## config.mk

```make
export PLATFORM = sky130hd
export DESIGN_NAME = riscv_fetch_unit
export DESIGN_NICKNAME = d
export VERILOG_FILES = /design/src/rtl/riscv_fetch_unit.sv
export SDC_FILE = /design/constraint.sdc
export NUM_CORES = 1
export LEC_CHECK = 0
export ABC_AREA = 0
export BUFFER_PORTS_ARGS = -buffer_cell sky130_fd_sc_hd__buf_2
export CAP_MARGIN = 5
export CORE_AREA = 5 5 167 169
export CTS_CLUSTER_SIZE = 14
export DETAILED_ROUTE_END_ITERATION = 10
export DIE_AREA = 0 0 172 174
export MAX_ROUTING_LAYER = met4
export PLACE_DENSITY = 0.74
export SETUP_SLACK_MARGIN = 0.02
export SYNTH_ARGS = -nofsm -noshare
export SYNTH_HDL_FRONTEND = slang
export SYNTH_SLANG_ARGS = --single-unit
```

## constraint.sdc

```tcl
create_clock -name clock -period 4.1 [get_ports clock]
set_clock_uncertainty 0.05 [all_clocks]
set_input_delay 0.205 -clock clock [delete_from_list [all_inputs] [get_ports clock]]
set_output_delay 0.205 -clock clock [all_outputs]
set_load 0.05 [all_outputs]
```

## src/rtl/riscv_fetch_unit.sv

```systemverilog
// riscv_fetch_unit
//   Instruction-fetch stage for the 5-stage RISC-V pipeline. Owns the PC, issues
//   word reads over a req/gnt + rvalid handshake, keeps returned words in a small
//   in-order prefetch FIFO and loads one instruction per cycle into IF/ID.
//   Supports hazard stall (IF/ID frozen) and branch/jump redirect (flush and
//   refetch, with responses already in flight silently discarded).
//
// Ports
//   clock, reset           rising-edge clock, asynchronous active-high reset
//   stall                  hold IF/ID, no FIFO pop
//   redirect, redirect_pc  restart fetch at redirect_pc (low two bits forced 0)
//   imem_req, imem_addr    fetch request / word-aligned byte address
//   imem_gnt               request accepted this cycle
//   imem_rvalid, imem_rdata in-order read response
//   ifid_ir, ifid_pc       IF/ID instruction and its PC
//   ifid_valid             1 = real instruction, 0 = NOP bubble
module riscv_fetch_unit #(
  parameter logic [31:0] RESET_PC = 32'h0000_0000,
  parameter int unsigned DEPTH    = 2,
  parameter logic [31:0] NOP      = 32'h0000_0013
) (
  input  logic        clock,
  input  logic        reset,
  input  logic        stall,
  input  logic        redirect,
  input  logic [31:0] redirect_pc,
  output logic        imem_req,
  output logic [31:0] imem_addr,
  input  logic        imem_gnt,
  input  logic        imem_rvalid,
  input  logic [31:0] imem_rdata,
  output logic [31:0] ifid_ir,
  output logic [31:0] ifid_pc,
  output logic        ifid_valid
);

  localparam int unsigned PW = $clog2(DEPTH);
  localparam int unsigned CW = PW + 1;
  localparam logic [CW:0] LIMIT = (CW+1)'(DEPTH);

  logic [31:0]   pc;
  logic [CW-1:0] outstanding;
  logic [CW-1:0] drop;
  logic [CW-1:0] fifo_count;
  logic [PW-1:0] fifo_rd, fifo_wr;
  logic [PW-1:0] aq_rd, aq_wr;
  logic [31:0]   fifo_ir [DEPTH];
  logic [31:0]   fifo_pc [DEPTH];
  logic [31:0]   aq      [DEPTH];

  logic [CW:0] occupancy;
  logic        fire, resp, resp_drop, resp_keep;
  logic        fifo_empty, do_pop, do_push, bypass;

  // A slot is reserved for every request in flight, so a response always
  // finds room in the FIFO.
  assign occupancy = {1'b0, outstanding} + {1'b0, fifo_count};
  assign imem_req  = !reset && (occupancy < LIMIT) && !redirect;
  assign imem_addr = pc;
  assign fire      = imem_req && imem_gnt;

  // A response with nothing outstanding (e.g. one issued before a reset) is ignored.
  assign resp      = imem_rvalid && (outstanding != '0);
  assign resp_drop = resp && (drop != '0);
  assign resp_keep = resp && (drop == '0);

  assign fifo_empty = (fifo_count == '0);
  assign do_pop     = !redirect && !stall && !fifo_empty;
  assign bypass     = resp_keep && fifo_empty && !stall && !redirect;
  assign do_push    = resp_keep && !bypass && !redirect;

  // PC, in-flight accounting and the in-flight address queue. Dropped responses
  // still consume their address queue entry, so the queue is never flushed.
  always_ff @(posedge clock or posedge reset) begin
    if (reset) begin
      pc          <= RESET_PC;
      outstanding <= '0;
      drop        <= '0;
      aq_rd       <= '0;
      aq_wr       <= '0;
    end else begin
      outstanding <= outstanding + CW'(fire) - CW'(resp);
      if (redirect) begin
        pc   <= redirect_pc & ~32'd3;
        drop <= outstanding + CW'(fire) - CW'(resp);
      end else begin
        if (fire)      pc   <= pc + 32'd4;
        if (resp_drop) drop <= drop - CW'(1);
      end
      if (fire) aq_wr <= aq_wr + PW'(1);
      if (resp) aq_rd <= aq_rd + PW'(1);
    end
  end

  always_ff @(posedge clock) begin
    if (fire) aq[aq_wr] <= pc;
  end

  // Prefetch FIFO pointers/count
  always_ff @(posedge clock or posedge reset) begin
    if (reset) begin
      fifo_rd    <= '0;
      fifo_wr    <= '0;
      fifo_count <= '0;
    end else if (redirect) begin
      fifo_wr    <= fifo_rd;
      fifo_count <= '0;
    end else begin
      if (do_push) fifo_wr <= fifo_wr + PW'(1);
      if (do_pop)  fifo_rd <= fifo_rd + PW'(1);
      fifo_count <= fifo_count + CW'(do_push) - CW'(do_pop);
    end
  end

  // On a full FIFO a same-cycle push reuses the slot being popped; the pop reads
  // the old contents because both use the pre-edge value.
  always_ff @(posedge clock) begin
    if (do_push) begin
      fifo_ir[fifo_wr] <= imem_rdata;
      fifo_pc[fifo_wr] <= aq[aq_rd];
    end
  end

  // IF/ID register: redirect > stall > FIFO head > bypassed response > bubble
  always_ff @(posedge clock or posedge reset) begin
    if (reset) begin
      ifid_ir    <= NOP;
      ifid_pc    <= RESET_PC;
      ifid_valid <= 1'b0;
    end else if (redirect) begin
      ifid_ir    <= NOP;
      ifid_valid <= 1'b0;
    end else if (stall) begin
      ifid_ir    <= ifid_ir;
      ifid_valid <= ifid_valid;
    end else if (!fifo_empty) begin
      ifid_ir    <= fifo_ir[fifo_rd];
      ifid_pc    <= fifo_pc[fifo_rd];
      ifid_valid <= 1'b1;
    end else if (bypass) begin
      ifid_ir    <= imem_rdata;
      ifid_pc    <= aq[aq_rd];
      ifid_valid <= 1'b1;
    end else begin
      ifid_ir    <= NOP;
      ifid_valid <= 1'b0;
    end
  end

endmodule

```

-- Yosys cells after proc, flatten, opt, wreduce, memory -nomap -nowiden
Memories as Yosys holds them, arrays and structs flattened.
Index checks and enable logic that the tools add are counted.
- register bits: 107
- bits in writable memories: 192
- input port bits: 70
- memories: 3
- add/sub/neg operators: 11
- order comparisons: 1
- equality and inequality tests: 2
- muxes and demuxes: 21
- bitwise operators: 2
- reduce and logical (&&, ||, !) cells: 27
- memories (memory ; depth ; bits a word ; read ports ; clocked after Yosys merged registers in ; wr ports ; RTL line ; RTL):
    aq ; 2 ; 32 ; 1 ; 0 ; 1 ; 49 ; logic [31:0] aq [DEPTH];
    fifo_ir ; 2 ; 32 ; 1 ; 0 ; 1 ; 47 ; logic [31:0] fifo_ir [DEPTH];
    fifo_pc ; 2 ; 32 ; 1 ; 0 ; 1 ; 48 ; logic [31:0] fifo_pc [DEPTH];
- operators by type and width (kind ; count):
    32-bit two-way mux ; 8
    32-bit by 3-bit adder with 32-bit output, second input constant ; 1
    1-bit logical AND ; 13
    1-bit two-way mux ; 10
    2-bit nonzero test ; 5
    2-bit two-way mux ; 3
    1-bit logical NOT ; 5
    1-bit adder, second input constant ; 4
    2-bit by 1-bit adder with 2-bit output ; 2
    2-bit logical NOT ; 2
    2-bit by 1-bit inequality test with 1-bit output, second input constant ; 2
    2-bit by 1-bit subtractor with 2-bit output ; 2
    2-bit by 2-bit adder with 3-bit output ; 1
    3-bit by 2-bit less-than comparator with 1-bit output, second input constant ; 1
    3-bit AND reduction ; 1
    1-bit inverter ; 2
    2-bit AND reduction ; 1
    2-bit by 1-bit subtractor with 2-bit output, second input constant ; 1

-- Logic depth before layout (Yosys ltp)
- depth after elaboration: 12
- gate-level depth with buffers: 13
- gate-level depth less buffers: 12

-- Worst setup path after synthesis
No wires, ideal clock.
- kind: register to register
- from: register outstanding[0]
- to: memory aq[0][10], enable pin
- data arrival time: 3.599 ns
- required time: 3.633 ns
- setup slack: 0.034 ns
- stages on the path, launching flop included: 8
- path buffers: 1
- period minus slack after synthesis: 4.066 ns
- cell sequence: dfrtp_1 -> and2_1 -> fa_1 -> nor4_4 -> and2_4 -> inv_1 -> buf_2 -> nor2_1
- word-level cells in the longest chain between the ends: 7
- RTL lines (item ; RTL line ; RTL):
    from (decl) ; 42 ; logic [CW-1:0] outstanding;
    from (signal assigned) ; 82 ; outstanding <= outstanding + CW'(fire) - CW'(resp);
    2-bit by 2-bit adder with 3-bit output ; 57 ; assign occupancy = {1'b0, outstanding} + {1'b0, fifo_count};
    3-bit by 2-bit less-than comparator with 1-bit output ; 58 ; assign imem_req = !reset && (occupancy < LIMIT) && !redirect;
    1-bit logical AND (2 in series) ; 58 ;
    net imem_req ; 27 ; output logic imem_req,
    1-bit logical AND ; 60 ; assign fire = imem_req && imem_gnt;
    1-bit two-way mux ; 96 ; if (fire) aq[aq_wr] <= pc;
    1-bit two-way mux (implied by the code) ; 96 ;
    to (decl) ; 49 ;
The timed path passes the listed nets, and every way through them passes these cells.

-- Worst setup path in the final report
- from: register fifo_count[0]
- to: register drop[1]
- word-level cells in the longest chain between the ends: 8
- RTL lines (item ; RTL line ; RTL):
    from (decl) ; 44 ; logic [CW-1:0] fifo_count;
    from (signal assigned) ; 111 ; fifo_count <= fifo_count + CW'(do_push) - CW'(do_pop);
    2-bit by 2-bit adder with 3-bit output ; 57 ;
    3-bit by 2-bit less-than comparator with 1-bit output ; 58 ;
    1-bit logical AND (2 in series) ; 58 ;
    1-bit logical AND ; 60 ;
    2-bit by 1-bit adder with 2-bit output ; 85 ; drop <= outstanding + CW'(fire) - CW'(resp);
    2-bit by 1-bit subtractor with 2-bit output ; 85 ;
    2-bit two-way mux ; 83 ; if (redirect) begin
    to (signal assigned) ; 85 ;
    to (signal assigned) ; 88 ; if (resp_drop) drop <= drop - CW'(1);
    to (decl) ; 43 ; logic [CW-1:0] drop;
Every way passes these cells.
A chain may end at the register's enable or synchronous reset.

==> metrics.log <==
INFO  metric relSlewSlack = a little over a fifth
INFO  metric hp-start = imem_rvalid
INFO  metric rr_startpoint = fifo_count[0]$_DFF_PP0_
INFO  metric worst-endpoint-required = approximately 4.5 ns
INFO  metric ys.flop_type = edfxtp_1
INFO  metric wire_length_of_the_first_global_routing_pass = 43,400 um
INFO  metric final_net_count = roughly 1.1k
INFO  metric placement.setup.worst_slack = approximately 1.0 ns
INFO  metric syn-instance-count = about 830
INFO  metric port_buffers = roughly 160
INFO  metric clock_pin_slew_on_the_worst_setup_and_hold_paths = around 0.060 ns
INFO  metric synth_cell_types = between 50 and 60
INFO  metric drive_above_1_share = 25.3%
INFO  metric synth_edf_count = 184
INFO  metric ys.warnings.count = 0
INFO  metric viasPerCell = roughly 5.4
INFO  metric synth_area_leader_cell = edfxtp_1
INFO  metric fmaxAchievable = ~330 MHz
INFO  metric rrSetupSlack = roughly 1.0 ns
INFO  metric syn_to_final_growth = 23.8%
INFO  metric netlist_area = 0.0117 mm^2
INFO  metric wp_data_arrival = around 3.5 ns
INFO  metric drt-initial-drc-count = between 600 and 700
INFO  metric timing.critical_path.from_type = flip-flop
INFO  metric final-seq-area = between 0.008 and 0.009 mm^2
INFO  metric worst_hold_path_type = in2reg
INFO  metric multi_input_area = about 0.0033 mm^2
INFO  metric synth.top_cells.by_area = edfxtp_1, dfrtp_1, mux2i_1
INFO  metric clock_tree_from_tritoncts = done
INFO  metric root_driver = clkbuf_16
INFO  metric worst_hold_path.num_cells = 3
INFO  metric worstPathCellList = and2_1, fa_1, nor4_4, and2_4, inv_1, ha_1, inv_1, ha_1, xnor2_1, xnor2_1, nand2_1, o21ai_0
INFO  metric antenna_found_initial = 1
INFO  metric die_width = ~170 um
INFO  metric synth_sequential_area_ratio = a little over two thirds
INFO  metric drv.max_cap_violation_count = 0
INFO  metric numClockSinks = between 200 and 300
INFO  metric synth.top_cell.area_share = 47.4%
INFO  metric final_number_of_max_transition_violations = 0
INFO  metric grt_start_max_net_pins = 65
INFO  metric via_count = 7,711
INFO  metric wire_length_per_cell_after_detailed_routing = ~19 um
INFO  metric worst_pin_slew = approximately 1.2 ns
INFO  metric post_synth_most_frequent_cells = edfxtp_1, dfrtp_1, nor2_1, nand2_1, mux2i_1
INFO  metric coreArea = around 0.026 mm^2
INFO  metric cp_slowest_stage_delay = roughly 0.5 ns
INFO  metric layout.cell_area.non_filler = between 0.01 and 0.015 mm^2
INFO  metric clkLatencyLatePin = ~0.53 ns
INFO  metric floorplan.initialDensity = 44.1%
INFO  metric drcViolationCount = 0
INFO  metric tritoncts.num_buffers = 28
INFO  metric totalNegativeSetupSlack = 0 ns
INFO  metric timing_worst_setup_path_type = reg2reg
INFO  metric finalCritPeriodShare = about 74%
INFO  metric cell_with_the_largest_stage_delay_on_the_worst_path = fa_1
INFO  metric top_level_ports = 168
INFO  metric iteration_count_of_the_initial_detailed_routing_pass = 6
INFO  metric timing.hold.ws = 0.0508 ns
INFO  metric fillCellCount = between 2k and 2.5k
INFO  metric grt-ovfl-total = 0
INFO  metric timing.final.ws_setup = 1.05 ns
INFO  metric gpl_wtd_cong = ~0.79
INFO  metric h-tree-depth = 1
INFO  metric power_per_cell_area = approximately 600 mW/mm^2
INFO  metric max_fanout_on_critical_path = 12
INFO  metric worstHoldEndpoint = aq_rd$_DFFE_PP0N_
INFO  metric post_dp_cell_area = 0.0129 mm^2
INFO  metric postSynthRegisterBits = between 200 and 300
INFO  metric vdd_drop_max = between 300 and 400 uV
INFO  metric cts_max_path_buffers = 3
INFO  metric die-area = about 0.03 mm^2
INFO  metric period_minus_slack = approximately 3.1 ns
INFO  metric end_kind = flip-flop
INFO  metric asyncSetResetFlopFracSynth = 35.9%
INFO  metric endpoint_of_the_most_critical_register_to_register_path = drop[1]$_DFFE_PP0P_
INFO  metric die_h = roughly 170 um
INFO  metric yosysMostFrequentCell = edfxtp_1
INFO  metric number_of_global_route_vias_before_repair = between 7k and 8k
INFO  metric reg2reg_depth = 12
INFO  metric report.final.hold_viol_count = 0
INFO  metric rows = 60
INFO  metric avg_cell_area_syn = between 10 and 15 um^2
INFO  metric globalRouteTotalUtil = a little under a fifth
INFO  metric hpwlAfterDp = between 15,000 and 20,000 um
INFO  metric final_antenna_net_count = 0
INFO  metric wirelength = 27,500 um
INFO  metric status = finished, final reports clean
INFO  metric p_leak = 5.84 nW
INFO  metric grt_setup_unrepaired = no
INFO  metric setup_viol = 0
timing repair:
item | CTS | global route
buffers inserted | 0 | 0
endpoints found under the hold margin | 172 | 0
hold buffers | 64 | 0
gates resized for setup | 0 | 0
flip-flops by register name, summed over array words and instances, names as in the netlist:
register,flops
fifo_ir,64
aq_wr,1
aq_rd,1
ifid_valid,1
fifo_count,2
drop,2
aq,60
fifo_pc,60
imem_addr,30
ifid_ir,32
fifo_wr,1
fifo_rd,1
ifid_pc,30
outstanding,2
critical path, delay by kind of cell, from the launching register on:
| kind | cells | cell delay, ns |
|---|---|---|
| adder cells (fa/ha/maj) | 3 | 0.94 |
| AO/OA/AOI/OAI | 1 | 0.09 |
| flip-flops | 1 | 0.43 |
| XOR/XNOR | 2 | 0.35 |
| AND/OR/NAND/NOR | 4 | 1.01 |
| buffers and inverters | 2 | 0.12 |
metal layers:
metal,routed length [um],GRT usage (%),up-vias
li1,-,-,3590
met1,11500,25.1,3818
met2,13300,29.3,250
met3,1830,3.41,53
met4,864,5.93,0
met5,0,-,-
area by class of cell:
cell class                 instances  area share [%]
tap                              341            2.96
clock inverter                     8           0.512
clock buffer                      44            5.97
sequential                       287            56.2
inverter                          16           0.434
timing repair buffer             240            11.0
multi-input combinational        482            22.9
antenna                            1          0.0173
where the power goes:
part	switching, W	total (W)	leakage, nW	internal, W
clock	0.00105	0.00256	0.457	0.00151
combinational	0.00147	0.00225	2.41	0.000780
sequential	0.000395	0.00389	2.97	0.00350
worst max path at each step:
stage                                        start                  end  slack [ns]
after global placement     fifo_count[0]$_DFF_PP0_  drop[1]$_DFFE_PP0P_        1.09
after CTS                  fifo_count[0]$_DFF_PP0_  drop[1]$_DFFE_PP0P_        1.05
after floorplan           outstanding[0]$_DFF_PP0_  aq[0][10]$_DFFE_PP_        0.03
final                      fifo_count[0]$_DFF_PP0_  drop[1]$_DFFE_PP0P_        1.05
after global routing       fifo_count[0]$_DFF_PP0_  drop[1]$_DFFE_PP0P_        0.82
after detailed placement   fifo_count[0]$_DFF_PP0_  drop[1]$_DFFE_PP0P_        1.04
stage by stage:
step                util, %  power, W  std cells
global route           54.6   0.00911       1419
floorplan                 -   0.00555        835
finish                 54.6   0.00870       1419
detailed placement     48.6   0.00617       1302
CTS                    54.6   0.00878       1418
global placement       48.6   0.00612       1302
layout by cell type (no fill, tap or decap), types with 3 or more instances in the layout:
cell type	count
nand4_1	9
ha_1	6
nand3_1	17
or3_1	6
o21ai_0	42
inv_1	14
mux2_2	31
nor2_1	69
a21oi_1	31
xnor2_1	7
clkbuf_8	8
xor2_1	3
buf_4	13
nor2_4	3
clkbuf_16	29
a221o_1	34
buf_2	161
clkinv_2	4
clkbuf_1	7
nor3_1	3
and3_1	9
and4_1	4
dlygate4sd3_1	64
dfstp_2	3
o311ai_0	9
and2_1	4
edfxtp_1	184
nand2_1	70
a31oi_1	6
dfrtp_1	99
nand2b_1	3
conb_1	4
mux2i_1	62
o211ai_1	15
cells by family after synthesis:
| kind of cell | count (synthesis) | synth area share, % |
|---|---|---|
| AOI/OAI and AO/OA | 153 | 9.21 |
| xor gates and xnor gates | 10 | 0.751 |
| adders and majority gates | 7 | 0.816 |
| buffers and inverters | 66 | 2.49 |
| DFF | 287 | 69.5 |
| muxes | 93 | 8.32 |
| other | 1 | 0.0322 |
| and+or+nand+nor | 215 | 8.86 |
Power figures use the tool's default switching activity.
